### src/rtl/seg7_pkg.sv
// seg7_pkg: shared constants for the seven-segment scan driver.
//   - segment patterns {g,f,e,d,c,b,a}, active-low
//   - digit slot indices (scan order)
//   - anode one-hot lookup
package seg7_pkg;

  localparam logic [6:0] SEG_0     = 7'b1000000;
  localparam logic [6:0] SEG_1     = 7'b1111001;
  localparam logic [6:0] SEG_2     = 7'b0100100;
  localparam logic [6:0] SEG_3     = 7'b0110000;
  localparam logic [6:0] SEG_4     = 7'b0011001;
  localparam logic [6:0] SEG_5     = 7'b0010010;
  localparam logic [6:0] SEG_6     = 7'b0000010;
  localparam logic [6:0] SEG_7     = 7'b1111000;
  localparam logic [6:0] SEG_8     = 7'b0000000;
  localparam logic [6:0] SEG_9     = 7'b0010000;
  localparam logic [6:0] SEG_DASH  = 7'b0111111;
  localparam logic [6:0] SEG_BLANK = 7'b1111111;

  typedef enum logic [1:0] {
    DIG_SCORE_ONES = 2'd0,
    DIG_SCORE_TENS = 2'd1,
    DIG_TIME_ONES  = 2'd2,
    DIG_TIME_TENS  = 2'd3
  } digit_e;

  // Active-high one-hot; the driver inverts for the common-anode pins.
  function automatic logic [3:0] anode_onehot(input digit_e d);
    return 4'b0001 << d;
  endfunction

endpackage

### src/rtl/seg7_scan_driver_if.sv
// seg7_scan_driver_if: digit inputs and display pins of the scan driver.
//   score_ones/score_tens/time_ones/time_tens : BCD digits from upstream
//   flash                                     : 1 = blink whole display
//   an  : anode enables, active-low (an[0]=score_ones .. an[3]=time_tens)
//   seg : cathodes {g,f,e,d,c,b,a}, active-low
//   dp  : decimal point, active-low
// Modports: master = digit source / display observer, slave = driver.
interface seg7_scan_driver_if;
  logic [3:0] score_ones;
  logic [3:0] score_tens;
  logic [3:0] time_ones;
  logic [3:0] time_tens;
  logic       flash;
  logic [3:0] an;
  logic [6:0] seg;
  logic       dp;

  modport master (
    output score_ones, score_tens, time_ones, time_tens, flash,
    input  an, seg, dp
  );

  modport slave (
    input  score_ones, score_tens, time_ones, time_tens, flash,
    output an, seg, dp
  );
endinterface

### src/rtl/seg7_scan_driver_bcd_to_seg7.sv
// bcd_to_seg7: combinational BCD to seven-segment decoder.
//   bcd : 4-bit digit; 10..15 are invalid and show a dash
//   seg : {g,f,e,d,c,b,a}, active-low
module bcd_to_seg7
  import seg7_pkg::*;
(
  input  logic [3:0] bcd,
  output logic [6:0] seg
);

  always_comb begin
    seg = SEG_DASH;
    case (bcd)
      4'd0: seg = SEG_0;
      4'd1: seg = SEG_1;
      4'd2: seg = SEG_2;
      4'd3: seg = SEG_3;
      4'd4: seg = SEG_4;
      4'd5: seg = SEG_5;
      4'd6: seg = SEG_6;
      4'd7: seg = SEG_7;
      4'd8: seg = SEG_8;
      4'd9: seg = SEG_9;
      default: seg = SEG_DASH;
    endcase
  end

endmodule

### src/rtl/seg7_scan_driver.sv
// seg7_scan_driver: time-multiplexed driver for a 4-digit common-anode
// seven-segment display (score pair + remaining-time pair).
//   clk : system clock
//   rst : synchronous reset, active-high
//   bus : seg7_scan_driver_if.slave (digits, flash in; an/seg/dp out)
// Parameters:
//   REFRESH_BITS      : refresh counter width, top 2 bits select the digit
//   FLASH_FRAMES_LOG2 : flash phase toggles every 2^FLASH_FRAMES_LOG2 frames
// Build option: define LEADING_ZERO_BLANK_EN to blank a zero tens digit.
module seg7_scan_driver
  import seg7_pkg::*;
#(
  parameter int unsigned REFRESH_BITS      = 18,
  parameter int unsigned FLASH_FRAMES_LOG2 = 7
) (
  input  logic                clk,
  input  logic                rst,
  seg7_scan_driver_if.slave   bus
);

  logic [REFRESH_BITS-1:0]      cnt;
  logic [FLASH_FRAMES_LOG2-1:0] frame;
  logic                         phase;
  logic [3:0]                   snap [4];

  digit_e     idx;
  logic [3:0] digit;
  logic [6:0] seg_dec;
  logic [6:0] seg_next;
  logic       wrap;
  logic       dark;

  assign idx   = digit_e'(cnt[REFRESH_BITS-1 -: 2]);
  assign digit = snap[idx];
  assign wrap  = (cnt == '1);
  assign dark  = bus.flash && phase;

  bcd_to_seg7 u_dec (
    .bcd (digit),
    .seg (seg_dec)
  );

  always_comb begin
    seg_next = seg_dec;
`ifdef LEADING_ZERO_BLANK_EN
    if ((idx == DIG_SCORE_TENS || idx == DIG_TIME_TENS) && digit == 4'd0)
      seg_next = SEG_BLANK;
`endif
  end

  always_ff @(posedge clk) begin
    if (rst) begin
      cnt    <= '0;
      frame  <= '0;
      phase  <= 1'b0;
      for (int unsigned i = 0; i < 4; i++) snap[i] <= '0;
      bus.an  <= '1;
      bus.seg <= SEG_BLANK;
      bus.dp  <= 1'b1;
    end else begin
      cnt <= cnt + 1'b1;
      // Capture on the last cycle of a frame so the next frame is tear-free.
      if (wrap) begin
        frame   <= frame + 1'b1;
        snap[0] <= bus.score_ones;
        snap[1] <= bus.score_tens;
        snap[2] <= bus.time_ones;
        snap[3] <= bus.time_tens;
      end
      if (!bus.flash)
        phase <= 1'b0;
      else if (wrap && frame == '1)
        phase <= ~phase;

      bus.seg <= seg_next;
      bus.an  <= dark ? 4'b1111 : ~anode_onehot(idx);
      bus.dp  <= dark ? 1'b1 : (idx != DIG_TIME_ONES);
    end
  end

endmodule

### src/flat_wrapper.sv
// flat-port wrapper written by rule: the top's interface ports become plain ports
module seg7_scan_driver_flat import seg7_pkg::*;
#(
  parameter int unsigned REFRESH_BITS      = 18,
  parameter int unsigned FLASH_FRAMES_LOG2 = 7
)
  (clk, rst, bus_score_ones, bus_score_tens, bus_time_ones, bus_time_tens, bus_flash, bus_an, bus_seg, bus_dp);
  seg7_scan_driver_if bus_i ();
  input  logic clk;
  input  logic rst;
  input wire logic [$bits(bus_i.score_ones)-1:0] bus_score_ones;
  input wire logic [$bits(bus_i.score_tens)-1:0] bus_score_tens;
  input wire logic [$bits(bus_i.time_ones)-1:0] bus_time_ones;
  input wire logic [$bits(bus_i.time_tens)-1:0] bus_time_tens;
  input wire logic [$bits(bus_i.flash)-1:0] bus_flash;
  output wire logic [$bits(bus_i.an)-1:0] bus_an;
  output wire logic [$bits(bus_i.seg)-1:0] bus_seg;
  output wire logic [$bits(bus_i.dp)-1:0] bus_dp;
  assign bus_i.score_ones = bus_score_ones;
  assign bus_i.score_tens = bus_score_tens;
  assign bus_i.time_ones = bus_time_ones;
  assign bus_i.time_tens = bus_time_tens;
  assign bus_i.flash = bus_flash;
  assign bus_an = bus_i.an;
  assign bus_seg = bus_i.seg;
  assign bus_dp = bus_i.dp;
  seg7_scan_driver #(.REFRESH_BITS(REFRESH_BITS), .FLASH_FRAMES_LOG2(FLASH_FRAMES_LOG2)) u_core (.clk(clk), .rst(rst), .bus(bus_i));
endmodule
### config.mk
export PLATFORM = sky130hd
export DESIGN_NAME = seg7_scan_driver_flat
export DESIGN_NICKNAME = d
export VERILOG_FILES = /design/src/rtl/seg7_pkg.sv /design/src/rtl/seg7_scan_driver_if.sv /design/src/rtl/seg7_scan_driver_bcd_to_seg7.sv /design/src/rtl/seg7_scan_driver.sv /design/src/flat_wrapper.sv
export SDC_FILE = /design/constraint.sdc
export NUM_CORES = 1
export LEC_CHECK = 0
export BUFFER_PORTS_ARGS = -buffer_cell sky130_fd_sc_hd__clkbuf_2
export CORE_ASPECT_RATIO = 1.5
export CORE_MARGIN = 3
export CORE_UTILIZATION = 57
export DETAILED_ROUTE_END_ITERATION = 12
export PLACE_DENSITY = 0.79
export SYNTH_ARGS = -nofsm -noshare
export SYNTH_HDL_FRONTEND = slang
export SYNTH_HIERARCHICAL = 1
export SYNTH_SLANG_ARGS = --single-unit
### constraint.sdc
create_clock -name clk -period 2.95 [get_ports clk]
set_input_delay 0.295 -clock clk [delete_from_list [all_inputs] [get_ports clk]]
set_output_delay 0.295 -clock clk [all_outputs]
set_load 0.05 [all_outputs]
# Word level (Yosys, flattened, before mapping)
# Memory sizes are Yosys's and may differ from the RTL's. A register that Yosys moved wholly into a read port is not among the register bits.
# Index checks and enable logic that the tools add are counted.
# Widths: inputs -> output; s select.
[classes] add_sub_neg=2 n_eq_ne=3 n_shift=1 muxes=10 n_bitwise=7 reduce_logical=4
[op_table] cell="$add 18x1->18 const B" count=1
[op_table] cell="$eq 18x18->1 const B" count=1
[op_table] cell="$mux 4" count=4
[op_table] cell="$add 7x1->7 const B" count=1
[op_table] cell="$eq 7x7->1 const B" count=1
[op_table] cell="$mux 1" count=5
[op_table] cell="$not 4->4" count=1
[op_table] cell="$or 1x1->1" count=4
[op_table] cell="$reduce_or 2->1" count=2
[op_table] cell="$shl 1x2->4 const A" count=1
[op_table] cell="$logic_and 1x1->1" count=2
[op_table] cell="$mux 2" count=1
[op_table] cell="$ne 2x2->1 const B" count=1
[op_table] cell="$not 1->1" count=2
[word_totals] ff_bits=31 ram_bits=16 rom_bits=112 inputBits=19 out_inout_bits=12 elab_cells=34 memories=2
[memory_table] memory="(no name shown)" words=16 word_bits=7 read_ports=1 rd_clocked_by_memory_dff=1 wr=0 line_no="seg7_scan_driver_bcd_to_seg7.sv:13" source="case (bcd)"
[memory_table] memory="u_core.snap" words=4 word_bits=4 read_ports=1 rd_clocked_by_memory_dff=1 wr=4 line_no="seg7_scan_driver.sv:24" source="logic [3:0] snap [4];"

# Longest topological paths before layout
[depth] depth_word=5 depth_mapped=7 mapped_depth_nobuf=6

# By module
# The synthesis kept the hierarchy.
[by_module_without_submodules] mod="seg7_scan_driver" instances=1 cells_each=203 area_per_inst_um2=2244.7 seq_area_each_um2=1221.2
[by_module_without_submodules] mod="bcd_to_seg7" instances=1 cells_each=31 area_per_inst_um2=240.2 seq_area_each_um2=0.0

# Least setup slack after synthesis
# OpenSTA, ideal clock, no wires.
[synth_path] path_type="reg2reg" from="register u_core.cnt[17]" to="memory u_core.snap[0][0], enable pin" setup_ns=0.392 arrival_ns=2.014 required_time_ns=2.558 setup_slack_ns=0.544 stages_incl_launch_ff=6 n_path_buf=2 period_less_slack_ns=2.406 cell_sequence="dfxtp_1 -> clkbuf_8 -> clkinv_1 -> or3_1 -> clkbuf_1 -> o21bai_1"
[synth_lines] item="from (decl)" line_no="seg7_scan_driver.sv:21" source="logic [REFRESH_BITS-1:0] cnt;"
[synth_lines] item="from (signal assigned)" line_no="seg7_scan_driver.sv:61" source="cnt <= cnt + 1'b1;"
[synth_lines] item="to (decl)" line_no="seg7_scan_driver.sv:24"

# Worst setup path in the final report
[layout_path] from="register u_core.cnt[0]" to="register u_core.frame[3]"
[layout_between] elab_chain_len=1
[layout_rtl] item="$eq 18x18->1" line_no="seg7_scan_driver.sv:35" source="assign wrap = (cnt == '1);"
[layout_rtl] item="to (signal assigned)" line_no="seg7_scan_driver.sv:64" source="frame <= frame + 1'b1;"
[layout_rtl] item="to (decl)" line_no="seg7_scan_driver.sv:22" source="logic [FLASH_FRAMES_LOG2-1:0] frame;"
# No other way between the ends.
# A chain may end at the register's enable or synchronous reset.

==> flow_summary.toml <==
[routing]
ant_nets = 0
wl_per_cell_um = 14.0
viasPerCell = 5.70
routed_wl_um = 4290
dr.first_iter.drc_count = 49
vias = 1750
drc = 0
first_pass_iters = 4

[clock_tree]
clk_pin_slew_ps = 90
cts_hold_buffers = 0
clk_latency_ps = 300
cts_tree = "built"
ctsRootBufferMaster = "clkbuf_8"
ctsResizeCount = 0
tritoncts.num_buffers = 5
clock-sinks = 53
cts_setup_buffers = 0
ctsHtreeMaxLevel = 2
cts_buffer_depth = 2

[power_and_ir_drop]
power_density_nw_per_um2 = 500
leakage_nw = 1.05
power.total_mw = 1.36
vdd_drop_max_mv = 0.562

[synth]
yosysSeqAreaShare_pct = 49.1
syn_nets = 260
ys_ff_latch = 53
syn-cell-area_um2 = 2480
syn_inst = 234
synth_cell_types = 50
synth_warnings = 6
syn_avg_cell_area_um2 = 10.6

[timing]
hold_viol_final = 0
fmax_mhz = 445
slew_violations = 0
worst_pin_slew_ps = 784
relSlewSlack_pct = 47.8
holdWs_ps = 262
setup_tns_ps = 0
skew_ps = 9.34
final.setup.worst_slack_ps = 704
period_minus_slack_ps = 2250
finalSetupViolations = 0
rsz0062_at_grt = "false"
timing.final.crit_share_pct = 76.1

[finish]
stdcell_area_um2 = 2730
drive_gt1_share_pct = 24.0
final_util_pct = 67.1
fin_cells = 307
n_antenna_cell = 0
fin_nets = 287
fillers = 320
area_delta_synth_final_pct = 9.77
multi_input_area_um2 = 1150
seqCellArea_um2 = 1220

[worst_setup_path]
required_ps = 3170
worst-path-max-fanout = 6
critical_path_arrival_ps = 2460
crit_type = "reg2reg"
endpoint_kind = "flop"
cp-start-kind = "flop"

[floorplanning]
core_area_um2 = 4060
die_w_um = 59.9
die_y_um = 86.9
dieArea_um2 = 5200
pin_count = 31
num_rows = 28
initial_core_util_pct = 61.1

[hold_path]
hold_class = "in2reg"

[placed_design]
pre_cts_ws_ps = 741
dp.cells = 299
placed_area_um2 = 2610
hpwl_um = 2960
io_buffers = 30
place.gp.congestion = 0.780

[global_routing]
grt_pass1_wl_um = 7290
track_usage_pct = 18.2
grt_start_max_net_pins = 42
antenna_found_initial = 0
gr-total-overflow = 0
first_global_vias = 1749

[job]
drv_cap = 0

[status]
status = "finished clean"
Yosys cell counts (all sizes together):
cell type	instances	share of area [%]
nand3	14	2.8
and2	16	4.0
and3	1	0.30
xnor2	7	2.5
a31oi	1	0.25
and4	2	0.76
nor3	8	2.1
or3	3	0.81
xor2	6	2.1
or2b	1	0.30
or3b	1	0.35
or4	5	1.7
nor4	4	1.0
a22oi	2	0.60
edfxtp	16	19
nor2b	6	1.8
dfxtp	37	30
a21o	1	0.30
o31ai	4	1.2
mux2i	2	0.81
a21oi	9	1.8
buf	4	1.7
nand2b	1	0.25
o21bai	1	0.30
mux2	4	1.8
clkbuf	7	1.9
and3b	1	0.35
nand4	7	2.4
nand2	8	1.2
o21ai	4	0.81
nor3b	1	0.30
or2	8	2.0
inv	6	0.91
ha	7	3.5
nand3b	1	0.30
clkinv	1	0.15
and2b	2	0.71
nor2	21	3.2
mux4	4	3.6
sequential cells by signal, summed over array words and instances, names as in the netlist:
register	flops
u_core/phase	1
u_core/cnt	18
u_core/frame	7
u_core/snap	16
u_core/bus.seg	7
u_core/bus.an	3
u_core/bus.dp	1
routing by layer:
layer / up-vias / track usage, % / share of wire (%)
met1: 826 / 21.1 / 41
li1: 876 / - / -
met3: 10 / 3.26 / 3.6
met2: 38 / 31.6 / 54
met5: - / 0 / 0
met4: 0 / 8.47 / 2.1
final cells by class:
class                           instances  share of cell area (%)
Clock buffer                            6                    3.03
Inverter                                7                   0.963
Multi-Input combinational cell        163                    42.2
Clock inverter                          2                    1.24
Tap cell                               45                    2.06
Sequential cell                        53                    44.8
Timing Repair Buffer                   31                    5.78
where the power goes:
group	total, mW	internal [mW]	switching, mW
logic	0.0966	0.0352	0.0614
clock network	0.493	0.273	0.220
registers	0.775	0.767	0.00795
total	1.36	1.08	0.290
cell families after synthesis:
kind of cell | Yosys count | synth area share [%]
adders and majority gates | 7 | 3.52
muxes | 10 | 6.24
AOI/OAI and AO/OA | 22 | 5.29
and+or+nand+nor | 111 | 26.6
DFF | 53 | 49.1
xor gates and xnor gates | 13 | 4.58
buffers and inverters | 18 | 4.58
path summary, 6_finish.rpt:
kind,end,from,slack [ps],cells past startpoint
hold / removal,u_core/snap[3][3],bus_time_tens[3],260,2
setup reg to reg,u_core/frame[3],u_core/cnt[0],700,5
hold reg to reg,u_core/cnt[0],u_core/cnt[0],490,1
setup / recovery,u_core/frame[3],u_core/cnt[0],700,5
worst max-delay path, cell delays in order (launching register included):
cell     delay [ps]
dfxtp_1         400
ha_1            240
nand4_1         210
or4_4           640
or4_1           490
a21oi_1         180
placed cells by master, fill, tap and decap left out, types with 5 or more instances in the layout:
cell and n:
clkbuf_2 30, nor3_1 7, ha_1 7, and2_1 16, xnor2_1 7, xor2_1 6, clkbuf_8 6, inv_1 7
nand2_1 8, edfxtp_1 16, nor2_1 21, nand4_1 6, dfxtp_1 37, nor2b_1 5, or2_2 7, nand3_1 14
a21oi_1 9
No activity file was read; power rests on OpenSTA's default activity.
